`src/rtl/pipeline_hazard_ctrl.sv`:
```
// -----------------------------------------------------------------------------
// pipeline_hazard_ctrl
//
// Purpose:
//   Hazard and steering control for a 5-stage RISC-V pipeline. It takes the
//   decoder's control outputs for the instructions in ID and EX and produces
//   the pipeline steering signals:
//     - load-use stall (hold PC and IF/ID, bubble into ID/EX)
//     - redirect flush (clear IF/ID and ID/EX on a taken branch/jump)
//     - halt drain (let the HALT and the instructions ahead of it retire,
//       then report halted)
//
// Parameters:
//   REG_ADDR_W   register index width
//   DRAIN_CYCLES cycles from HALT leaving ID until the pipeline is empty (>=1)
//   CNT_W        width of the optional performance counters
//
// Ports:
//   clk          clock, all state changes on the rising edge
//   reset        synchronous active-high reset
//   id_rs1       rs1 index of the instruction in ID
//   id_rs2       rs2 index of the instruction in ID
//   id_uses_rs2  ID instruction reads rs2
//   id_halt      ID instruction is HALT
//   ex_mem_read  EX instruction is a load
//   ex_rd        destination index of the EX instruction
//   ex_redirect  EX resolved a taken branch / JAL / JALR this cycle
//   pc_write     PC register enable
//   ifid_write   IF/ID register enable
//   idex_bubble  zero the control fields entering ID/EX
//   ifid_flush   clear IF/ID to a NOP
//   idex_flush   clear ID/EX to a NOP
//   halted       registered: pipeline fully drained after HALT
//   stall_cnt    load-use stall cycles (optional feature, else 0)
//   flush_cnt    honoured redirect events (optional feature, else 0)
//
// Optional feature macro: PIPELINE_HAZARD_CTRL_PERF_CNT_EN
//   Defined   : stall_cnt / flush_cnt are saturating counters.
//   Undefined : both ports are tied to zero and no counter flops exist.
// -----------------------------------------------------------------------------
module pipeline_hazard_ctrl #(
   parameter int REG_ADDR_W   = 5,
   parameter int DRAIN_CYCLES = 3,
   parameter int CNT_W        = 32
) (
   input  logic                  clk,
   input  logic                  reset,
   input  logic [REG_ADDR_W-1:0] id_rs1,
   input  logic [REG_ADDR_W-1:0] id_rs2,
   input  logic                  id_uses_rs2,
   input  logic                  id_halt,
   input  logic                  ex_mem_read,
   input  logic [REG_ADDR_W-1:0] ex_rd,
   input  logic                  ex_redirect,
   output logic                  pc_write,
   output logic                  ifid_write,
   output logic                  idex_bubble,
   output logic                  ifid_flush,
   output logic                  idex_flush,
   output logic                  halted,
   output logic [CNT_W-1:0]      stall_cnt,
   output logic [CNT_W-1:0]      flush_cnt
);

   localparam int DCNT_W = (DRAIN_CYCLES < 1) ? 1 : $clog2(DRAIN_CYCLES + 1);
   localparam logic [DCNT_W-1:0] DRAIN_LOAD = DCNT_W'(DRAIN_CYCLES);
   localparam logic [DCNT_W-1:0] DRAIN_LAST = DCNT_W'(1);

   typedef enum logic [1:0] {
      ST_RUN    = 2'd0,
      ST_DRAIN  = 2'd1,
      ST_HALTED = 2'd2
   } state_t;

   state_t              state_q, state_d;
   logic [DCNT_W-1:0]   dcnt_q, dcnt_d;
   logic                halted_q;
   logic                load_use;

   // A load in EX whose destination feeds the ID instruction. x0 is never a
   // real dependency, and rs2 only matters if the instruction reads it.
   assign load_use = ex_mem_read && (ex_rd != '0) &&
                     ((ex_rd == id_rs1) || (id_uses_rs2 && (ex_rd == id_rs2)));

   // ---------------------------------------------------------------- state reg
   always_ff @(posedge clk) begin
      if (reset) begin
         state_q  <= ST_RUN;
         dcnt_q   <= '0;
         halted_q <= 1'b0;
      end else begin
         state_q  <= state_d;
         dcnt_q   <= dcnt_d;
         halted_q <= (state_d == ST_HALTED);
      end
   end

   // --------------------------------------------------------------- next state
   always_comb begin
      state_d = state_q;
      dcnt_d  = dcnt_q;
      case (state_q)
         ST_RUN: begin
            // Redirect makes the ID instruction wrong-path; load-use takes
            // precedence over a HALT carrying matching (garbage) indices.
            if (!ex_redirect && !load_use && id_halt) begin
               state_d = ST_DRAIN;
               dcnt_d  = DRAIN_LOAD;
            end
         end
         ST_DRAIN: begin
            if (ex_redirect) begin
               // An older instruction redirected: the HALT was wrong-path.
               state_d = ST_RUN;
               dcnt_d  = '0;
            end else begin
               dcnt_d = dcnt_q - DRAIN_LAST;
               if (dcnt_q == DRAIN_LAST) begin
                  state_d = ST_HALTED;
               end
            end
         end
         ST_HALTED: begin
            state_d = ST_HALTED;
         end
         default: begin
            state_d = ST_RUN;
            dcnt_d  = '0;
         end
      endcase
   end

   // ------------------------------------------------------------------ outputs
   always_comb begin
      pc_write    = 1'b1;
      ifid_write  = 1'b1;
      idex_bubble = 1'b0;
      ifid_flush  = 1'b0;
      idex_flush  = 1'b0;
      if (!reset) begin
         case (state_q)
            ST_RUN: begin
               if (ex_redirect) begin
                  ifid_flush = 1'b1;
                  idex_flush = 1'b1;
               end else if (load_use) begin
                  pc_write    = 1'b0;
                  ifid_write  = 1'b0;
                  idex_bubble = 1'b1;
               end else if (id_halt) begin
                  // HALT itself moves into EX; fetch is frozen behind it.
                  pc_write   = 1'b0;
                  ifid_write = 1'b0;
               end
            end
            ST_DRAIN: begin
               if (ex_redirect) begin
                  ifid_flush = 1'b1;
                  idex_flush = 1'b1;
               end else begin
                  pc_write    = 1'b0;
                  ifid_write  = 1'b0;
                  idex_bubble = 1'b1;
               end
            end
            default: begin
               pc_write    = 1'b0;
               ifid_write  = 1'b0;
               idex_bubble = 1'b1;
            end
         endcase
      end
   end

   assign halted = halted_q;

   // ------------------------------------------------- performance counters
`ifdef PIPELINE_HAZARD_CTRL_PERF_CNT_EN
   logic             stall_evt;
   logic             flush_evt;
   logic [CNT_W-1:0] stall_cnt_q;
   logic [CNT_W-1:0] flush_cnt_q;

   assign stall_evt = !reset && (state_q == ST_RUN) && !ex_redirect && load_use;
   assign flush_evt = !reset && ex_redirect &&
                      ((state_q == ST_RUN) || (state_q == ST_DRAIN));

   always_ff @(posedge clk) begin
      if (reset) begin
         stall_cnt_q <= '0;
         flush_cnt_q <= '0;
      end else begin
         if (stall_evt && (stall_cnt_q != '1)) begin
            stall_cnt_q <= stall_cnt_q + 1'b1;
         end
         if (flush_evt && (flush_cnt_q != '1)) begin
            flush_cnt_q <= flush_cnt_q + 1'b1;
         end
      end
   end

   assign stall_cnt = stall_cnt_q;
   assign flush_cnt = flush_cnt_q;
`else
   assign stall_cnt = '0;
   assign flush_cnt = '0;
`endif

endmodule

```
`config.mk`:
```
export PLATFORM = sky130hd
export DESIGN_NAME = pipeline_hazard_ctrl
export DESIGN_NICKNAME = d
export VERILOG_FILES = /design/src/rtl/pipeline_hazard_ctrl.sv
export SDC_FILE = /design/constraint.sdc
export NUM_CORES = 1
export LEC_CHECK = 0
export ABC_AREA = 1
export CAP_MARGIN = 20
export CORE_UTILIZATION = 32
export CTS_BUF_LIST = sky130_fd_sc_hd__clkbuf_2 sky130_fd_sc_hd__clkbuf_4 sky130_fd_sc_hd__clkbuf_8
export DETAILED_ROUTE_END_ITERATION = 6
export PLACE_DENSITY = 0.9
export SLEW_MARGIN = 15
export SYNTH_ARGS = -nofsm -noshare
export SYNTH_HDL_FRONTEND = slang
export SYNTH_SLANG_ARGS = --single-unit
```
`constraint.sdc`:
```
create_clock -name clk -period 1.6 [get_ports clk]
set_input_delay 0.4 -clock clk [delete_from_list [all_inputs] [get_ports clk]]
set_output_delay 0.4 -clock clk [all_outputs]
set_load 0.005 [all_outputs]
```
## Yosys cells after proc, flatten, opt, wreduce, memory -nomap -nowiden

Cells that the tools add are included.

| storage, ports and cells | value |
|---|---|
| bits in registers | 5 |
| word-level logic and storage cells | 44 |

| operators by class | value |
|---|---|
| reduce and logical (&&, ||, !) cells | 12 |
| bitwise logic cells | 1 |
| $add $sub $neg | 1 |
| mux-type cells | 20 |
| eq/ne operators | 7 |

Operators with widths:

| cell | number |
|---|---|
| one-hot mux 2 bit (3 select lines) | 2 |
| two-way mux 1 bit | 11 |
| == test 5 bit | 2 |
| two-way mux 2 bit | 5 |
| logical AND 1 bit | 5 |
| nonzero test 5 bit | 1 |
| == test 2 x 1 -> 1 bit, second input constant | 2 |
| == test 2 bit, second input constant | 2 |
| one-hot mux 1 bit (2 select lines) | 2 |
| logical NOT 1 bit | 2 |
| logical NOT 2 bit | 1 |
| inequality test 2 bit, second input constant | 1 |
| AND reduction 2 bit | 1 |
| OR reduction 2 bit | 1 |
| subtractor 2 x 1 -> 2 bit, second input constant | 1 |
| logical OR 1 bit | 1 |
| inverter 1 bit | 1 |

## Logic depth before layout (Yosys ltp)

| depth | value |
|---|---|
| word-level depth | 10 |
| mapped depth | 11 |
| depth with buffers taken out | 11 |

## Worst setup path after synthesis

Ideal clock, no wire load.

| path | value |
|---|---|
| path kind | input to output |
| start | input ex_rd[3] |
| end | output pc_write |
| buffers on the path | 1 |
| stages | 8 |
| arrival | 1187 ps |
| setup slack | 13 ps |
| required time | 1200 ps |
| path through | inv_2 > nand4_1 > o21ai_0 > inv_1 > nand2_2 > a21boi_2 > a21oi_1 > buf_4 |

| between the ends | value |
|---|---|
| longest elaborated chain between the ends | 8 |

Ends and longest elaborated chain:

| what | RTL line | text |
|---|---|---|
| from (decl) | 53 | `input logic [REG_ADDR_W-1:0] ex_rd,` |
| == test 5 bit | 83 | `((ex_rd == id_rs1) \|\| (id_uses_rs2 && (ex_rd == id_rs2)));` |
| logical AND 1 bit | 83 |  |
| logical OR 1 bit | 83 |  |
| logical AND 1 bit (*) | 82 | `assign load_use = ex_mem_read && (ex_rd != '0) &&` |
| two-way mux 1 bit (*) (2 in series) | -- |  |
| one-hot mux 1 bit (2 select lines) (*) | -- |  |
| two-way mux 1 bit (*) | -- |  |
| to (decl) | 55 | `output logic pc_write,` |

Mark *: on every way between the ends. The rest lies on a longest branch, timed or not.

## Worst setup path in the final report

| path | value |
|---|---|
| start | input id_uses_rs2 |
| end | output pc_write |

| between the ends | value |
|---|---|
| longest elaborated chain between the ends | 7 |

Ends and longest elaborated chain:

| what | RTL line | text |
|---|---|---|
| from (decl) | 50 | `input logic id_uses_rs2,` |
| logical AND 1 bit | 83 |  |
| logical OR 1 bit | 83 |  |
| logical AND 1 bit | 82 |  |
| two-way mux 1 bit | 146 | `end else if (load_use) begin` |
| two-way mux 1 bit | 143 | `if (ex_redirect) begin` |
| one-hot mux 1 bit (2 select lines) | 141 | `case (state_q)` |
| two-way mux 1 bit | 140 | `if (!reset) begin` |

Every way passes these cells.

==> reports/results.txt <==
Failing checks - DRC, setup timing
Setup ws final - -0.0679 ns
PortBufs - 26
Layout cells sized above 1 - 0.240
Drt pass-1 iters - 7
Worst EP required - 1.20 ns
Post-synthesis sequential area ratio - 0.102
Number of global-route vias before repair - 623
CP Launch Type - primary input
Cell at the slowest stage of the critical path - dlygate4sd2_1
DR WL/cell - 7.13 µm
LEAKAGE - 0.000682 µW
Max Root-Sink Buffers - 2
Worst VDD drop - 160 µV
Vias - 791
Hold Fails Final Rpt - 0
TritonCTS Buffers - 3
Mapped Area - 978 µm²
Setup CP Type - primary input to output port
H-tree level count - 1
Pins Over Slew Limit - 0
Dpl ws - -0.909 ns
Number of unique standard cell types used by synthesis - 17
Die width - 57.3 µm
Power density over cell area - 498 mW/mm²
Die H - 57.3 µm
GRT Max-Usage Layer - met2
HP Class - flip-flop to flip-flop
#FFs+latches synth - 5
Starting density of the core - 0.346
CTS tree - done
Clock sinks - 5
# rows - 19
Max Clk Rate - 600 MHz
GP Congestion - 0.768
Max Clock Skew - 0.000491 ns
Status - finished, violations left
WL final - 1590 µm
GR Util met2 - 0.175
Worst Path Arrival - 1.27 ns
Critical Path, Cell by Cell - dlygate4sd2_1, nand2_1, nor2_1, nand3_1, nand2_1, nand2_2, a21boi_2, a21oi_2, buf_2
Fin crit share - 1.04
Nets - 215
Syn_area_per_cell - 6.15 µm²
Period minus WS final - 1.67 ns
Detailed placement HPWL - 1320 µm
N_diodes - 0
Worst hold slack - 0.496 ns
Critical path capture point type - output port
Unrepaired setup endpoints after global routing - yes
Most frequent cells in the layout - conb_1 (64), nand2_1 (31), inv_1 (16), nor2_1 (9), buf_2 (9)
Iteration-0 DRC Markers - 30
Cell mode on critical path - nand2_1
Worst skew pair latency - 0.24 ns
Max-Cap Viols - 0
Overall routing resource usage - 0.0967
Slowest stage delay, CP - 0.20 ns
Root Driver - clkbuf_4
Total gr overflow - 0
Post-route DRC - 8
Layout area overhead - 11.1%
Final cell utilization of the core - 0.384
# fillers - 315
Largest net degree at the start of global routing - 7
Initial antenna violation count - 0
Met3 GRT Util - 0.0136
DRT antenna net count - 0
Routed vias/inst - 3.55
Crit-path max FO - 2
Met1 Use GR - 0.113
Ys Warns - 0
Die area - 0.00328 mm²
Number of I/O pins - 91
Core Region - 0.00283 mm²
Clk slew on worst S/H paths - 0.04 ns
First-pass GRT wire length - 2500 µm
Setup violators final - 3
Cell count after synthesis - 159
Most common cell after layout, fill and taps aside - conb_1
==> critical path, delay by kind of cell <==
family                 cells  cell delay, ns
and+or+nand+nor            5            0.34
buffers and inverters      2            0.32
AOI/OAI and AO/OA          2            0.20
==> metal layers <==
metal / up-vias / part of all wire
li1: 413 / -
met1: 321 / 0.39
met2: 57 / 0.52
met3: 0 / 0.095
met4: 0 / 0
met5: - / 0
==> synth_stat cells <==
library cell / instances / area (µm²)
nand3_1: 4 / 20.0
a21boi_2: 1 / 11.3
nor2_1: 11 / 41.3
nand4_1: 1 / 6.26
a21oi_1: 5 / 25.0
conb_1: 1 / 3.75
ha_1: 1 / 12.5
buf_4: 66 / 495
nand2_2: 2 / 12.5
nor3_1: 2 / 10.0
inv_1: 17 / 63.8
nand2_1: 34 / 128
dfxtp_1: 5 / 100
inv_2: 4 / 15.0
nand3_2: 1 / 10.0
xnor2_1: 1 / 8.76
o21ai_0: 3 / 15.0
==> metrics by stage <==
stage / total power (µW) / setup TNS (ns) / cells / instance area [µm²]
final: 542 / -0.164 / 223 / 1090
after global routing: 599 / -0.523 / 223 / 1090
after CTS: 537 / -0.262 / 223 / 1060
after detailed placement: 380 / -4.68 / 218 / 1060
after global placement: 375 / -4.58 / 218 / 1060
after floorplan: 386 / 0 / 222 / 1210
==> sequential cells by signal, indices dropped and copies added (netlist names) <==
register,count
halted,1
dcnt_q,2
state_q,2
==> cells by family after synthesis <==
family | after synthesis | synth area share
flip-flops | 5 | 0.102
buffers and inverters | 87 | 0.587
adder cells (fa/ha/maj) | 1 | 0.0128
other | 1 | 0.00383
AO/OA/AOI/OAI | 9 | 0.0524
AND/OR/NAND/NOR | 55 | 0.233
XOR/XNOR | 1 | 0.00895
==> final timing paths <==
kind                             startpoint        end  slack (ns)  cells past startpoint
worst min-delay path              dcnt_q[1]  dcnt_q[1]        0.50                      2
worst max register to register   state_q[0]  dcnt_q[0]        0.53                      6
worst max-delay path            id_uses_rs2   pc_write       -0.07                      9
worst min register to register    dcnt_q[1]  dcnt_q[1]        0.50                      2
==> timing repair <==
action,in CTS,in global routing
endpoints found under the setup margin,8,3
gates resized for setup,95,9
pin swaps,24,10
setup buffers,1,0
hold buffers,0,0
==> report_power, final <==
group	switching (µW)	internal [µW]	leakage, µW
Sequential	7.75	138	0.0000412
Clock	50.4	111	0.0000184
Combinational	130	104	0.000622
Total	188	354	0.000682
==> cell type report <==
| class | instances | area (µm²) | area share |
|---|---|---|---|
| Sequential cell | 5 | 100 | 0.0921 |
| Multi-Input combinational cell | 130 | 561 | 0.516 |
| Inverter | 21 | 81.3 | 0.0748 |
| Tap cell | 31 | 38.8 | 0.0357 |
| Timing Repair Buffer | 32 | 277 | 0.254 |
| Clock buffer | 4 | 30.0 | 0.0276 |
(Power assumes the default switching activity.)
